## src/rtl/fetch_pkg.sv

```systemverilog
// Shared types and default sizes for the instruction fetch buffer.
package fetch_pkg;

  localparam int unsigned FETCH_DEPTH  = 4;
  localparam int unsigned FETCH_ADDR_W = 32;
  localparam int unsigned FETCH_DATA_W = 32;

  // One buffered instruction together with the PC it was fetched from.
  typedef struct packed {
    logic [FETCH_ADDR_W-1:0] pc;
    logic [FETCH_DATA_W-1:0] instr;
  } fetch_entry_t;

  typedef enum logic [1:0] {
    IDLE  = 2'd0,
    FETCH = 2'd1,
    DRAIN = 2'd2
  } fetch_state_e;

endpackage

```

## src/rtl/fetch_fifo.sv

```systemverilog
// Small synchronous FIFO with a synchronous clear and an occupancy output.
// A pop and a push may happen in the same cycle, including at full and at
// empty; an empty FIFO shows a pushed word on the following cycle only.
module fetch_fifo
  import fetch_pkg::*;
#(
  parameter int unsigned DEPTH = FETCH_DEPTH,
  parameter int unsigned W     = $bits(fetch_entry_t)
) (
  input  logic                   clk,
  input  logic                   rst,
  input  logic                   clear_i,
  input  logic                   push_i,
  input  logic [W-1:0]           wdata_i,
  input  logic                   pop_i,
  output logic [W-1:0]           rdata_o,
  output logic [$clog2(DEPTH):0] count_o
);

  localparam int unsigned PW = $clog2(DEPTH);
  localparam int unsigned CW = PW + 1;

  logic [W-1:0]  mem_q [DEPTH];
  logic [PW-1:0] wr_ptr_q;
  logic [PW-1:0] rd_ptr_q;
  logic [CW-1:0] count_q;
  logic          pop_ok;
  logic          push_ok;

  assign pop_ok  = pop_i && (count_q != '0);
  assign push_ok = push_i && ((count_q != CW'(DEPTH)) || pop_ok);
  assign rdata_o = mem_q[rd_ptr_q];
  assign count_o = count_q;

  // Storage array; a clear discards the word being written that cycle.
  always_ff @(posedge clk) begin
    if (push_ok && !clear_i) mem_q[wr_ptr_q] <= wdata_i;
  end

  // Pointers wrap naturally because DEPTH is a power of two.
  always_ff @(posedge clk or posedge rst) begin
    if (rst) begin
      wr_ptr_q <= '0;
      rd_ptr_q <= '0;
      count_q  <= '0;
    end else if (clear_i) begin
      wr_ptr_q <= '0;
      rd_ptr_q <= '0;
      count_q  <= '0;
    end else begin
      if (push_ok) wr_ptr_q <= wr_ptr_q + PW'(1);
      if (pop_ok)  rd_ptr_q <= rd_ptr_q + PW'(1);
      count_q <= count_q + CW'(push_ok) - CW'(pop_ok);
    end
  end

  // The producer's credit scheme must never push into a full FIFO.
  a_no_overflow: assert property (@(posedge clk) disable iff (rst)
    !(push_i && !pop_ok && !clear_i && (count_q == CW'(DEPTH))));

endmodule

```

## src/rtl/instr_fetch_buffer.sv

```systemverilog
// Instruction fetch buffer: issues in-order memory requests at the current
// PC, tags each with its PC, buffers returned words and presents them to
// decode. A taken branch flushes buffered words and drops the responses of
// requests already in flight.
// Optional feature macro: FETCH_PERF_EN adds perf_stall_cnt/perf_flush_cnt.
//
// Handshakes: a transfer happens on a cycle where valid and ready are both
// high; valid never depends on ready. imem request fires on
// imem_req_valid && imem_req_ready, decode takes the head on
// instr_valid && instr_ready (ignored in a br_taken cycle).
module instr_fetch_buffer
  import fetch_pkg::*;
#(
  parameter int unsigned DEPTH  = FETCH_DEPTH,
  parameter int unsigned ADDR_W = FETCH_ADDR_W,
  parameter int unsigned DATA_W = FETCH_DATA_W
) (
  input  logic              clk,
  input  logic              reset,
  input  logic [ADDR_W-1:0] pc_in,
  input  logic              br_taken,
  output logic              pc_hold,
  output logic              imem_req_valid,
  input  logic              imem_req_ready,
  output logic [ADDR_W-1:0] imem_req_addr,
  input  logic              imem_rsp_valid,
  input  logic [DATA_W-1:0] imem_rsp_data,
  output logic              instr_valid,
  input  logic              instr_ready,
  output logic [DATA_W-1:0] instr_out,
  output logic [ADDR_W-1:0] instr_pc,
  output logic              fetch_flush_ack
`ifdef FETCH_PERF_EN
  ,
  output logic [31:0]       perf_stall_cnt,
  output logic [31:0]       perf_flush_cnt
`endif
);

  localparam int unsigned CW = $clog2(DEPTH) + 1;
  localparam int unsigned EW = ADDR_W + DATA_W;
  localparam logic [CW:0] CREDIT_MAX = (CW+1)'(DEPTH);

  fetch_state_e      state_q;
  logic [CW-1:0]     drop_cnt_q;
  logic [CW-1:0]     drop_cnt_d;
  logic              ack_q;
  logic [CW-1:0]     count;
  logic [CW-1:0]     outstanding;
  logic [CW:0]       credit_used;
  logic              req_fire;
  logic              rsp_ok;
  logic              rsp_drop;
  logic              data_push;
  logic              data_pop;
  logic [ADDR_W-1:0] tag_head;
  logic [EW-1:0]     data_head;

  // Every in-flight request and every buffered word holds one credit.
  assign credit_used    = {1'b0, count} + {1'b0, outstanding};
  assign imem_req_valid = (state_q == FETCH) && !br_taken && (credit_used < CREDIT_MAX);
  assign imem_req_addr  = imem_req_valid ? pc_in : '0;
  assign req_fire       = imem_req_valid && imem_req_ready;
  assign pc_hold        = !req_fire;

  // A response with nothing outstanding cannot be matched to a tag; ignore it.
  assign rsp_ok    = imem_rsp_valid && (outstanding != '0);
  assign rsp_drop  = rsp_ok && (drop_cnt_q != '0);
  assign data_push = rsp_ok && !rsp_drop;
  assign data_pop  = instr_valid && instr_ready && !br_taken;

  assign instr_valid     = (count != '0);
  assign instr_pc        = instr_valid ? data_head[EW-1:DATA_W] : '0;
  assign instr_out       = instr_valid ? data_head[DATA_W-1:0] : '0;
  assign fetch_flush_ack = ack_q;

  // Drop budget: a branch reloads it with whatever is still in flight.
  always_comb begin
    drop_cnt_d = drop_cnt_q;
    if (br_taken) begin
      drop_cnt_d = outstanding - CW'(rsp_ok);
    end else if (rsp_drop) begin
      drop_cnt_d = drop_cnt_q - CW'(1);
    end
  end

  // Control FSM with the drop counter and the flush acknowledge pulse.
  always_ff @(posedge clk or posedge reset) begin
    if (reset) begin
      state_q    <= IDLE;
      drop_cnt_q <= '0;
      ack_q      <= 1'b0;
    end else begin
      drop_cnt_q <= drop_cnt_d;
      ack_q      <= br_taken;
      case (state_q)
        IDLE:    state_q <= FETCH;
        FETCH,
        DRAIN:   state_q <= (drop_cnt_d != '0) ? DRAIN : FETCH;
        default: state_q <= IDLE;
      endcase
    end
  end

  // In-order PC tags of issued requests; kept across a flush so that
  // dropped responses still retire their tags.
  fetch_fifo #(.DEPTH(DEPTH), .W(ADDR_W)) u_tag_q (
    .clk     (clk),
    .rst     (reset),
    .clear_i (1'b0),
    .push_i  (req_fire),
    .wdata_i (pc_in),
    .pop_i   (rsp_ok),
    .rdata_o (tag_head),
    .count_o (outstanding)
  );

  // Buffered {pc, instr} words waiting for decode.
  fetch_fifo #(.DEPTH(DEPTH), .W(EW)) u_data_q (
    .clk     (clk),
    .rst     (reset),
    .clear_i (br_taken),
    .push_i  (data_push),
    .wdata_i ({tag_head, imem_rsp_data}),
    .pop_i   (data_pop),
    .rdata_o (data_head),
    .count_o (count)
  );

`ifdef FETCH_PERF_EN
  logic [31:0] stall_q;
  logic [31:0] flush_q;

  // Saturating counters of held fetch cycles and of branch flushes.
  always_ff @(posedge clk or posedge reset) begin
    if (reset) begin
      stall_q <= '0;
      flush_q <= '0;
    end else begin
      if ((state_q == FETCH) && pc_hold && (stall_q != '1)) stall_q <= stall_q + 32'd1;
      if (br_taken && (flush_q != '1)) flush_q <= flush_q + 32'd1;
    end
  end

  assign perf_stall_cnt = stall_q;
  assign perf_flush_cnt = flush_q;
`endif

endmodule

```

## config.mk

```make
export PLATFORM = sky130hd
export DESIGN_NAME = instr_fetch_buffer
export DESIGN_NICKNAME = d
export VERILOG_FILES = /design/src/rtl/fetch_pkg.sv /design/src/rtl/fetch_fifo.sv /design/src/rtl/instr_fetch_buffer.sv
export SDC_FILE = /design/constraint.sdc
export NUM_CORES = 1
export LEC_CHECK = 0
export BUFFER_PORTS_ARGS = -buffer_cell sky130_fd_sc_hd__buf_2
export CORE_MARGIN = 3
export CORE_UTILIZATION = 63
export CTS_CLUSTER_DIAMETER = 40
export DETAILED_ROUTE_END_ITERATION = 6
export GPL_TIMING_DRIVEN = 0
export PLACE_DENSITY = 0.95
export SETUP_SLACK_MARGIN = 0.5
export SLEW_MARGIN = 20
export SYNTH_ARGS = -nofsm -noshare
export SYNTH_HDL_FRONTEND = slang
export SYNTH_SLANG_ARGS = --single-unit
```

## constraint.sdc

```tcl
create_clock -name clk -period 8.8 [get_ports clk]
set_input_delay 0.88 -clock clk [delete_from_list [all_inputs] [get_ports clk]]
set_output_delay 0.88 -clock clk [all_outputs]
set_load 0.05 [all_outputs]
```

==> results of run 1 <==
==> path summary, 6_finish.rpt <==
path,start,endpoint,depth (start not counted)
max in group asynchronous,reset,u_data_q.count_o[1]$_DFF_PP0_,2
worst max-delay path,u_tag_q.count_o[2]$_DFF_PP0_,imem_req_addr[3],6
worst min-delay path,br_taken,fetch_flush_ack$_DFF_PP0_,1
worst min register to register,u_data_q.wr_ptr_q[1]$_DFFE_PP0P_,u_data_q.wr_ptr_q[1]$_DFFE_PP0P_,2
min in group asynchronous,reset,u_tag_q.count_o[0]$_DFF_PP0_,2
worst max register to register,u_tag_q.count_o[2]$_DFF_PP0_,u_tag_q.mem_q[1][2]$_DFFE_PP_,7
==> power breakdown <==
part / internal (mW) / switching (mW)
clock: 1.09 / 0.732
sequential: 2.28 / 0.0519
combinational: 0.618 / 1.28
==> final cells by class <==
cell class	instances	area, sq um
Multi-Input combinational cell	273	3500
Buffer	35	150
Timing Repair Buffer	177	1050
Clock buffer	52	1140
Tap cell	324	405
Clock inverter	26	304
Inverter	22	82.6
Sequential cell	404	12000
Fill cell	1267	5790
Antenna cell	1	2.50
==> metal layers <==
layer | track usage | wire length (um) | up-vias
met5 | 0 | 0 | -
met4 | 0.0869 | 1040 | 0
met3 | 0.0421 | 2430 | 78
met2 | 0.432 | 17100 | 415
met1 | 0.326 | 11900 | 4053
li1 | - | - | 3385
==> cell usage after synthesis (all sizes together) (3+ instances only) <==
cell,instances,share of area
a31oi,3,0.0012
and2,104,0.041
buf,15,0.0048
clkbuf,20,0.0048
dfrtp,20,0.032
edfxtp,384,0.73
ha,21,0.017
inv,22,0.0052
mux4,96,0.14
nand2,4,0.00095
nand2b,3,0.0012
nor2,8,0.0019
xnor2,6,0.0033
xor2,5,0.0028
==> flip-flops by register name, summed over array words and instances (netlist names) <==
signal	cells
fetch_flush_ack	1
u_tag_q.wr_ptr_q	2
u_data_q.rd_ptr_q	2
u_data_q.wr_ptr_q	2
state_q	2
u_tag_q.rd_ptr_q	2
drop_cnt_q	3
u_tag_q.mem_q	128
u_data_q.mem_q	256
u_data_q.count_o	3
u_tag_q.count_o	3
==> metrics by stage <==
| step | hold WS [ns] | power, mW | instances |
|---|---|---|---|
| 2_1_floorplan | 0.535 | 3.76 | 734 |
| 3_3_place_gp | 0.559 | 4.17 | 1227 |
| 3_5_place_dp | 0.600 | 4.25 | 1235 |
| 4_1_cts | 0.469 | 6.08 | 1313 |
| 5_1_grt | 0.470 | 6.27 | 1314 |
| 6_report | 0.490 | 6.04 | 1314 |
==> logic make-up after synthesis <==
group / synth area share
compound gates: 0.00866
xor+xnor: 0.00612
fa+ha+maj: 0.0192
buf+inv: 0.0148
flops: 0.764
mux: 0.139
simple gates: 0.0487
==> worst max-delay path: stages, from the launching register on <==
cell and delay [ns]:
dfrtp_1 0.47, ha_1 0.31, or4b_4 0.53, a311oi_4 0.53
clkbuf_1 0.42, and2_1 0.23, buf_2 0.29
==> metrics.txt, run 1 <==
Hold Crit Class=in2reg; Synth Register Bits=slightly above 400; Seq/Total Area, Yosys=0.764; number of buffers created by CTS=43; Final Cell Area=18700 sq um; dpl hpwl=~20 mm; final setup vio count=0; CTS clock-pin slew for the worst setup and hold paths=0.06 ns; cts hold-fix bufs=0; ys flop type=edfxtp_1; area post-placement=roughly 17000 sq um; status=finished, final reports clean; post_cts resized=0; Worst setup SP type=register; Place WS=roughly 5.2 ns; Cell Area, Synth=between 15000 and 20000 sq um; CORE AREA=around 24000 sq um; fin crit period=around 4.2 ns; TritonCTS clock tree=yes; Synth cell types=35; first-pass GRT wire length=49.5 mm; Synth Instances=734; H-tree level count=2; Setup WS post-layout=around 4.6 ns; DR pass1 iterations=5; Routed WL per cell=24.7 um; Clock Skew=about 0.021 ns; initial antenna violation count=1; die height=164 um; final core utilization=0.763; Reg2Reg Setup Slack=5.54 ns; fin nets=1049; Leak Pwr=~6.6 nW; Starting Density=0.644; commonest cells after routing, fill and taps aside=edfxtp_1, buf_2, mux4_2, and2_1, clkbuf_16; via/cell ratio=6.04; unrepaired setup endpoints after global routing=no; pwr dens=~320 nW/um^2; required time of the worst setup path=~7.9 ns; Worst Setup End Kind=primary output; Max IR drop VDD=0.200 mV; Routed WL=between 30 and 40 mm; CTS root buf=clkbuf_16; Max Buffers Root-to-Sink=3; routability congestion estimate=0.768; fmax=238 MHz; Iteration-0 DRC Markers=between 700 and 800; Die X=164 um; Mapped Nets=between 800 and 900; Routed Antenna Nets=0; Max-Cap Viols=0; remaining global-route overflow=0; WS Path Type=reg2out; Clock Latency Late Sink=approximately 0.55 ns; pin count of the biggest net entering global routing=48; Slew HR=0.372; Final period util=0.477; IO Pins=170; final hold vios=0; count of final max-slew check failures=0; Arrival @ worst endpoint=3.32 ns; via count=slightly below 8000; number of flops mapped to enable cells by yosys=384; Setup TNS=0 ns; GRT Overall Usage=0.250; asr flop ratio synth=0.0495; worst-margin pin slew=between 0.9 and 1 ns; YS warnings=0; count of input and output buffers=between 150 and 200; number of global-route vias before repair=roughly 8300; total die area=between 20000 and 30000 sq um; # DRC=0; Layout area overhead=18.5%; Max FO, Critical Path=10; row cnt=57; postcts setup bufs=0; leading cell type in the layout, fill and taps excluded=edfxtp_1; Syn Area/Cell=around 21 sq um; Clock Sinks=between 400 and 500; share of layout cells above drive strength 1=0.368
Power figures use the tool's default switching activity.
==> inputs of run 2 (changes only) <==
--- a/config.mk
+++ b/config.mk
@@ -7,11 +7,11 @@
 export LEC_CHECK = 0
 export BUFFER_PORTS_ARGS = -buffer_cell sky130_fd_sc_hd__buf_2
 export CORE_MARGIN = 3
-export CORE_UTILIZATION = 63
+export CORE_UTILIZATION = 53
 export CTS_CLUSTER_DIAMETER = 40
 export DETAILED_ROUTE_END_ITERATION = 6
 export GPL_TIMING_DRIVEN = 0
-export PLACE_DENSITY = 0.95
+export PLACE_DENSITY = 0.86
 export SETUP_SLACK_MARGIN = 0.5
 export SLEW_MARGIN = 20
 export SYNTH_ARGS = -nofsm -noshare
==> constraint.sdc (replaced) <==
create_clock -name clk -period 3.7 [get_ports clk]
set_input_delay 0.37 -clock clk [delete_from_list [all_inputs] [get_ports clk]]
set_output_delay 0.37 -clock clk [all_outputs]
set_load 0.05 [all_outputs]
==> run 2 against run 1 <==
Clock skew is 0.0044 ns lower. Combinational power increased by 140%. Wire length down 6.1%. Critical path depth rose by 1. Via count is 3.7% lower. Die area up 18%. Design area increased by 1.4%. Register-to-register slack worse by 4.9 ns. Worst setup slack got worse by 4.0 ns. Power grew 140%. Sequential power is 140% higher.
==> metrics.txt, run 2 (synthesis results as in run 1) <==
Arrival @ worst endpoint=2.74 ns (was 3.32 ns); reg2reg path depth=9 (was 7); Clock Skew=0.0164 ns (was 0.0207 ns); TritonCTS clock tree=yes (unchanged); first-pass GRT wire length=46.8 mm (was 49.5 mm); Routed WL=30.5 mm (was 32.5 mm); top flop regs=u_data_q.mem_q x256, u_tag_q.mem_q x128 (unchanged); Starting Density=0.543 (was 0.644); number of global-route vias before repair=8158 (was 8279); unrepaired setup endpoints after global routing=no (unchanged); Crit Reg-Reg Startpoint=u_tag_q.count_o[2]$_DFF_PP0_ (unchanged); CTS root buf=clkbuf_16 (unchanged); overall power=14.4 mW (was 6.04 mW); final hold vios=0 (unchanged); leading cell type in the layout, fill and taps excluded=edfxtp_1 (unchanged); row cnt=62 (was 57); required time of the worst setup path=3.33 ns (was 7.92 ns); Layout area overhead=20.2% (was 18.5%); CORE AREA=29000 sq um (was 24500 sq um); Largest register FFs=256 (unchanged); worst-margin pin slew=0.871 ns (was 0.935 ns); # DRC=0 (unchanged); Reg2Reg Setup Slack=0.60 ns (was 5.54 ns); GRT Overall Usage=0.196 (was 0.250); DR pass1 iterations=4 (was 5); fmax=around 320 MHz; share of layout cells above drive strength 1=0.379 (was 0.368); final setup vio count=0 (unchanged); Routed WL per cell=22.1 um (was 24.7 um); Routed Antenna Nets=0 (unchanged); H-tree level count=2 (unchanged); via count=7637 (was 7931); Leak Pwr=6.67 nW (was 6.61 nW); Iteration-0 DRC Markers=564 (was 755); count of final max-slew check failures=0 (unchanged); Final period util=0.842; WS Path Type=reg2out (unchanged); total die area=31800 sq um (was 26900 sq um); Die X=178 um (was 164 um); Clock Latency Late Sink=0.53 ns (was 0.55 ns); pin count of the biggest net entering global routing=39 (was 48); dpl hpwl=19.2 mm (was 20.5 mm); status=finished, final reports clean (unchanged); worst r2r dst=u_tag_q.mem_q[1][4]$_DFFE_PP_ (was u_tag_q.mem_q[1][2]$_DFFE_PP_); Max-Cap Viols=0 (unchanged); CTS clock-pin slew for the worst setup and hold paths=0.06 ns (about the same); Hold Crit Class=in2async (was in2reg); Worst setup SP type=register (unchanged); met1 Use GR=0.261 (was 0.326); met3 usage=0.0375 (was 0.0421); Max Buffers Root-to-Sink=3 (unchanged); Max IR drop VDD=0.592 mV (was 0.200 mV); Slew HR=0.418 (was 0.372); Max FO, Critical Path=10 (unchanged); Worst Setup End Kind=primary output (unchanged); number of buffers created by CTS=45 (was 43); Place WS=0.185 ns (was 5.22 ns); remaining global-route overflow=0 (unchanged); die height=178 um (was 164 um); IO Pins=170 (unchanged); initial antenna violation count=0 (was 1); via/cell ratio=5.53 (was 6.04); Setup WS post-layout=0.586 ns (was 4.60 ns); Clock Sinks=404 (unchanged); count of input and output buffers=169 (unchanged); pwr dens=760 nW/um^2 (was 324 nW/um^2); commonest cells after routing, fill and taps aside=edfxtp_1, buf_2, mux4_2, and2_1, clkbuf_16 (unchanged); met2 Resource Use GR=0.335 (was 0.432); Ant. Diodes=0 (was 1); Top reg by flops=u_data_q.mem_q (unchanged); fin crit period=~3.1 ns; routability congestion estimate=0.768 (about the same); fin nets=1055 (was 1049); most used routing layer=met2 (unchanged)
-- run 2: cell types whose count changed in the layout (fill, tap and decap cells not counted), moves of 4 or more --
cell        previous run  this run
buf_6                  1         6
clkbuf_1              27        19
buf_1                  5         1
buf_2                178       149
buf_4                  0        28
clkbuf_2               0         5
buf_12                 2         7
clkinvlp_4             2         6
buf_16                 6         2
clkinv_1               3         8
-- run 2: layout make-up --
type / count / area, sq um
buffer: 35 / 176
clock buffer: 50 / 1190
clock inverter: 32 / 314
fill: 1911 / 10100
inverter: 22 / 82.6
multi-input combinational: 273 / 3510
sequential: 404 / 12000
tap: 384 / 480
timing repair buffer: 181 / 1150
-- run 2: what timing repair did --
item | in CTS | in global routing
setup endpoints to repair | 138 | 75
endpoints found under the hold margin | 1 | 0
gates resized for setup | 35 | 16
hold buffers | 1 | 0
buffers inserted | 2 | 1
pin swaps | 1 | 0
-- run 2: layer usage --
metal / vias up / wire length (um)
met4: 0 / 607
li1: 3387 / -
met5: - / 0
met3: 47 / 2170
met2: 282 / 15500
met1: 3921 / 12200
-- run 2: critical path, cell delays in order (launching register included) --
cell and delay (ns):
dfrtp_2 0.45, ha_1 0.28, or4b_4 0.53, a311oi_4 0.26, buf_12 0.17, buf_4 0.17
and2_1 0.15, buf_4 0.20
-- run 2: how the worst max path moves through the flow --
stage / from / end / slack (ns) / depth (start not counted)
6_report: u_tag_q.count_o[2]$_DFF_PP0_ / imem_req_addr[11] / 0.59 / 7
5_1_grt: u_tag_q.count_o[2]$_DFF_PP0_ / u_tag_q.mem_q[1][6]$_DFFE_PP_ / 0.49 / 9
4_1_cts: u_data_q.rd_ptr_q[1]$_DFFE_PP0P_ / instr_pc[17] / 0.50 / 5
3_5_place_dp: u_data_q.count_o[2]$_DFF_PP0_ / u_tag_q.mem_q[0][7]$_DFFE_PP_ / 0.18 / 7
3_3_place_gp: u_tag_q.count_o[2]$_DFF_PP0_ / u_tag_q.mem_q[1][7]$_DFFE_PP_ / -0.53 / 6
2_1_floorplan: u_tag_q.count_o[2]$_DFF_PP0_ / u_tag_q.mem_q[0][0]$_DFFE_PP_ / 0.61 / 6
-- run 2: per-stage QoR --
step	util	std cells	instance area [sq um]	TNS, ns	hold slack, ns
2_1_floorplan	-	734	15800	0	0.334
3_3_place_gp	0.589	1287	17100	-65.52	0.536
3_5_place_dp	0.595	1295	17300	0	0.531
4_1_cts	0.651	1380	18900	0	0.0343
5_1_grt	0.652	1381	18900	0	0.0482
6_report	0.652	1381	18900	0	0.0139
-- run 2: power by group --
| group | switching [mW] | leakage (nW) | internal, mW |
|---|---|---|---|
| Sequential | 0.0995 | 3.70 | 5.42 |
| Clock | 1.77 | 0.718 | 2.63 |
| Combinational | 2.96 | 2.25 | 1.51 |
| Total | 4.83 | 6.67 | 9.56 |
==> inputs of run 3 (changes only) <==
--- a/config.mk
+++ b/config.mk
@@ -5,13 +5,14 @@
 export SDC_FILE = /design/constraint.sdc
 export NUM_CORES = 1
 export LEC_CHECK = 0
+export ABC_AREA = 1
 export BUFFER_PORTS_ARGS = -buffer_cell sky130_fd_sc_hd__buf_2
 export CORE_MARGIN = 3
-export CORE_UTILIZATION = 53
+export CORE_UTILIZATION = 59
 export CTS_CLUSTER_DIAMETER = 40
 export DETAILED_ROUTE_END_ITERATION = 6
 export GPL_TIMING_DRIVEN = 0
-export PLACE_DENSITY = 0.86
+export PLACE_DENSITY = 0.9
 export SETUP_SLACK_MARGIN = 0.5
 export SLEW_MARGIN = 20
 export SYNTH_ARGS = -nofsm -noshare
==> constraint.sdc (replaced) <==
create_clock -name clk -period 2.9 [get_ports clk]
set_input_delay 0.29 -clock clk [delete_from_list [all_inputs] [get_ports clk]]
set_output_delay 0.29 -clock clk [all_outputs]
set_load 0.05 [all_outputs]
==> run 3 against run 2 <==
The run now ends with DRC left. Design area grew 21%. Clock skew grew 0.0014 ns. Power grew 68%. Non-clock buffer count grew 175. Worst setup slack lost 0.45 ns. Register-to-register slack lost 0.20 ns. Synthesized area grew 2.7%. Synthesized cell count grew 76%. Sequential power grew 30%.
==> metrics.txt, run 3 <==
die height=172 um (was 178 um); most used routing layer=met2 (unchanged); initial antenna violation count=1 (was 0); Routed WL=57.2 mm (was 30.5 mm); Crit Reg-Reg Startpoint=u_data_q.count_o[1]$_DFF_PP0_ (was u_tag_q.count_o[2]$_DFF_PP0_); Routed WL per cell=28.1 um (was 22.1 um); worst r2r dst=u_tag_q.count_o[2]$_DFF_PP0_ (was u_tag_q.mem_q[1][4]$_DFFE_PP_); Syn Area/Cell=12.5 sq um (was 21.5 sq um); Slew HR=0.359 (was 0.418); CORE AREA=26500 sq um (was 29000 sq um); CTS root buf=clkbuf_16 (unchanged); Synth top area share=0.713 (was 0.732); hold wc startpoint=pc_in[23]; Max-Cap Viols=0 (unchanged); DR pass1 iterations=7 (was 4); IO Pins=170 (unchanged); commonest cells after routing, fill and taps aside=edfxtp_1, nor2_1, o21ai_0 (was edfxtp_1, buf_2, mux4_2, and2_1, clkbuf_16); Final period util=0.954; Logic pwr share=0.452 (was 0.310); ys flop type=edfxtp_1 (unchanged); Max IR drop VDD=0.560 mV (was 0.592 mV); Arrival @ worst endpoint=2.48 ns (was 2.74 ns); WS Path Type=reg2out (unchanged); Largest register FFs=256 (unchanged); TritonCTS clock tree=yes (unchanged); count of input and output buffers=169 (unchanged); fin nets=1755 (was 1055); final hold vios=0 (unchanged); reg2reg path depth=11 (was 9); NetSw=10.2 mW (was 4.83 mW); register share of total power=0.297 (was 0.384); H-tree level count=2 (unchanged); Clk network pwr share=0.251 (was 0.306); remaining global-route overflow=0 (unchanged); hold endpoint=u_tag_q.mem_q[0][23]$_DFFE_PP_; largest cells by area after synthesis=edfxtp_1, nor2_1, o21ai_0 (was edfxtp_1, mux4_2, and2_1); final core utilization=0.867 (was 0.652); Worst setup SP type=register (unchanged); crit-path max cell delay=0.40 ns (was 0.53 ns); leading cell type in the layout, fill and taps excluded=edfxtp_1 (unchanged); filler instances=911 (was 1911); count of final max-slew check failures=0 (unchanged); number of global-route vias before repair=12900 (was 8158); routability congestion estimate=0.801 (was 0.768); # DRC=1 (was 0); fin crit period=2.77 ns; Iteration-0 DRC Markers=2285 (was 564); YS warnings=0 (unchanged); Synth cell types=30 (was 35); Die X=172 um (was 178 um); Layout area overhead=42.0% (was 20.2%); via count=13300 (was 7637); Routed Antenna Nets=0 (unchanged); Post-synth top cells=edfxtp_1, nor2_1, o21ai_0 (was edfxtp_1, and2_1, mux4_2); Synth Register Bits=404 (unchanged); fmax=362 MHz; Top reg by flops=u_data_q.mem_q (unchanged); Clock Latency Late Sink=0.56 ns (was 0.53 ns); met3 usage=0.0616 (was 0.0375); dpl hpwl=23.7 mm (was 19.2 mm); Max FO, Critical Path=10 (unchanged); failing checks=DRC; Ant. Diodes=0 (unchanged); Seq/Total Area, Yosys=0.744 (was 0.764); number of buffers created by CTS=46 (was 45); via/cell ratio=6.56 (was 5.53); Place WS=0.116 ns (was 0.185 ns); Sw Share=0.421 (was 0.336); first-pass GRT wire length=72.9 mm (was 46.8 mm); Mapped Nets=1386 (was 827); Synth Instances=1293 (was 734); met2 Resource Use GR=0.578 (was 0.335); total die area=29400 sq um (was 31800 sq um); Reg2Reg Setup Slack=0.40 ns (was 0.60 ns); Max Buffers Root-to-Sink=3 (unchanged); Slowest cell on crit path=dfrtp_1 (was or4b_4); most common cell in the netlist=edfxtp_1 (unchanged); Setup WS post-layout=0.135 ns (was 0.586 ns); asr flop ratio synth=0.0495 (unchanged); pwr dens=1050 nW/um^2 (was 760 nW/um^2); Leak Pwr=8.42 nW (was 6.67 nW); required time of the worst setup path=2.61 ns (was 3.33 ns); overall power=24.2 mW (was 14.4 mW); Clock Skew=0.0178 ns (was 0.0164 ns); worst-margin pin slew=0.960 ns (was 0.871 ns); Most common cell on crit path=nor2_1 (was buf_4); hold slack=0.0286 ns (was 0.0139 ns); CP Launch Point=u_data_q.rd_ptr_q[0]$_DFFE_PP0P_ (was u_tag_q.count_o[2]$_DFF_PP0_); Starting Density=0.610 (was 0.543); Hold Crit Class=in2reg (was in2async); most area-hungry cell type in the Yosys netlist=edfxtp_1 (unchanged); GRT Overall Usage=0.329 (was 0.196); top flop regs=u_data_q.mem_q x256, u_tag_q.mem_q x128 (unchanged); Worst Setup End Kind=primary output (unchanged); pin count of the biggest net entering global routing=25 (was 39); number of flops mapped to enable cells by yosys=384 (unchanged); CTS clock-pin slew for the worst setup and hold paths=0.07 ns (was 0.06 ns); Cell Area, Synth=16200 sq um (was 15800 sq um); P_int=14.0 mW (was 9.56 mW); final setup vio count=0 (unchanged); worst-path cell chain=buf_6 -> buf_2 -> nor2_1 -> nor2_1 -> o21ai_0 -> a21oi_1 -> buf_4 (was ha_1 -> or4b_4 -> a311oi_4 -> buf_12 -> buf_4 -> and2_1 -> buf_4); status=finished with violations (was finished, final reports clean); row cnt=59 (was 62); share of layout cells above drive strength 1=0.357 (was 0.379); met1 Use GR=0.393 (was 0.261); Clock Sinks=404 (unchanged); Worst Hold Path Cells=1; unrepaired setup endpoints after global routing=yes (was no)
==> run 3: cell types whose count changed in the layout (fill, tap and decap cells not counted), sizes merged, moves of 11 or more <==
cell / change
mux4: -96
o21ai: +194
o22ai: +32
nand2: +14
and2: -104
nand3: +11
nor2: +369
dlygate4sd3: +62
buf: +91
clkbuf: +27
inv: +55
a21oi: +65
==> run 3: cell type report <==
class	count	area [sq um]	area share
buffer	74	669	0.0291
timing repair buffer	317	3350	0.146
clock buffer	54	1240	0.0542
sequential	404	12000	0.524
multi-input combinational	738	4630	0.202
inverter	81	317	0.0138
tap	335	419	0.0183
clock inverter	30	299	0.0130
==> run 3: worst max-delay path by stage <==
stage | endpoint | slack [ns] | cells after the start
after floorplan | u_data_q.mem_q[0][0]$_DFFE_PP_ | 0.42 | 8
after global placement | u_data_q.mem_q[1][1]$_DFFE_PP_ | -0.46 | 8
after detailed placement | u_tag_q.mem_q[0][17]$_DFFE_PP_ | 0.12 | 6
after CTS | imem_req_addr[26] | 0.31 | 7
after global routing | instr_pc[8] | 0.16 | 7
final | instr_pc[8] | 0.13 | 7
==> run 3: kinds of logic after synthesis <==
logic type | count (synthesis) | share of synthesized area
XOR/XNOR | 6 | 0.00325
AO/OA/AOI/OAI | 295 | 0.0955
flip-flops | 404 | 0.744
adder cells (fa/ha/maj) | 23 | 0.0187
AND/OR/NAND/NOR | 410 | 0.0991
buffers and inverters | 155 | 0.0397
==> run 3: critical path: cells and delay by family (launching register included) <==
kind / cells / cell delay, ns
DFF: 1 / 0.40
AOI/OAI and AO/OA: 2 / 0.44
buffers and inverters: 3 / 0.63
and+or+nand+nor: 2 / 0.44
==> run 3: layer usage <==
metal | wire [um] | vias up
li1 | - | 5302
met1 | 18200 | 6343
met2 | 28700 | 1398
met3 | 6670 | 299
met4 | 3630 | 0
met5 | 0 | -
==> run 3: power groups by stage <==
stage | registers (mW) | logic (mW) | clock network [mW]
CTS | 7.14 | 9.22 | 5.82
global placement | 7.24 | 6.92 | 0
floorplan | 7.21 | 5.09 | 0
detailed placement | 7.25 | 7.19 | 0
global route | 7.18 | 11.2 | 6.28
finish | 7.17 | 10.9 | 6.07
==> run 3: through the flow <==
stage	area, sq um	setup TNS (ns)	instances
after floorplan	16300	0	1293
final	23000	0	2033
after global placement	17600	-107.81	1797
after CTS	22000	0	2008
after global routing	23000	0	2033
after detailed placement	17900	0	1809
==> run 3: repair_timing <==
action / in CTS / in global routing
buffers inserted: 40 / 22
hold endpoints to repair: 264 / 0
cloned: 12 / 3
hold buffers: 63 / 0
resized for setup: 428 / 244
endpoints found under the setup margin: 392 / 290
pin swaps: 89 / 111
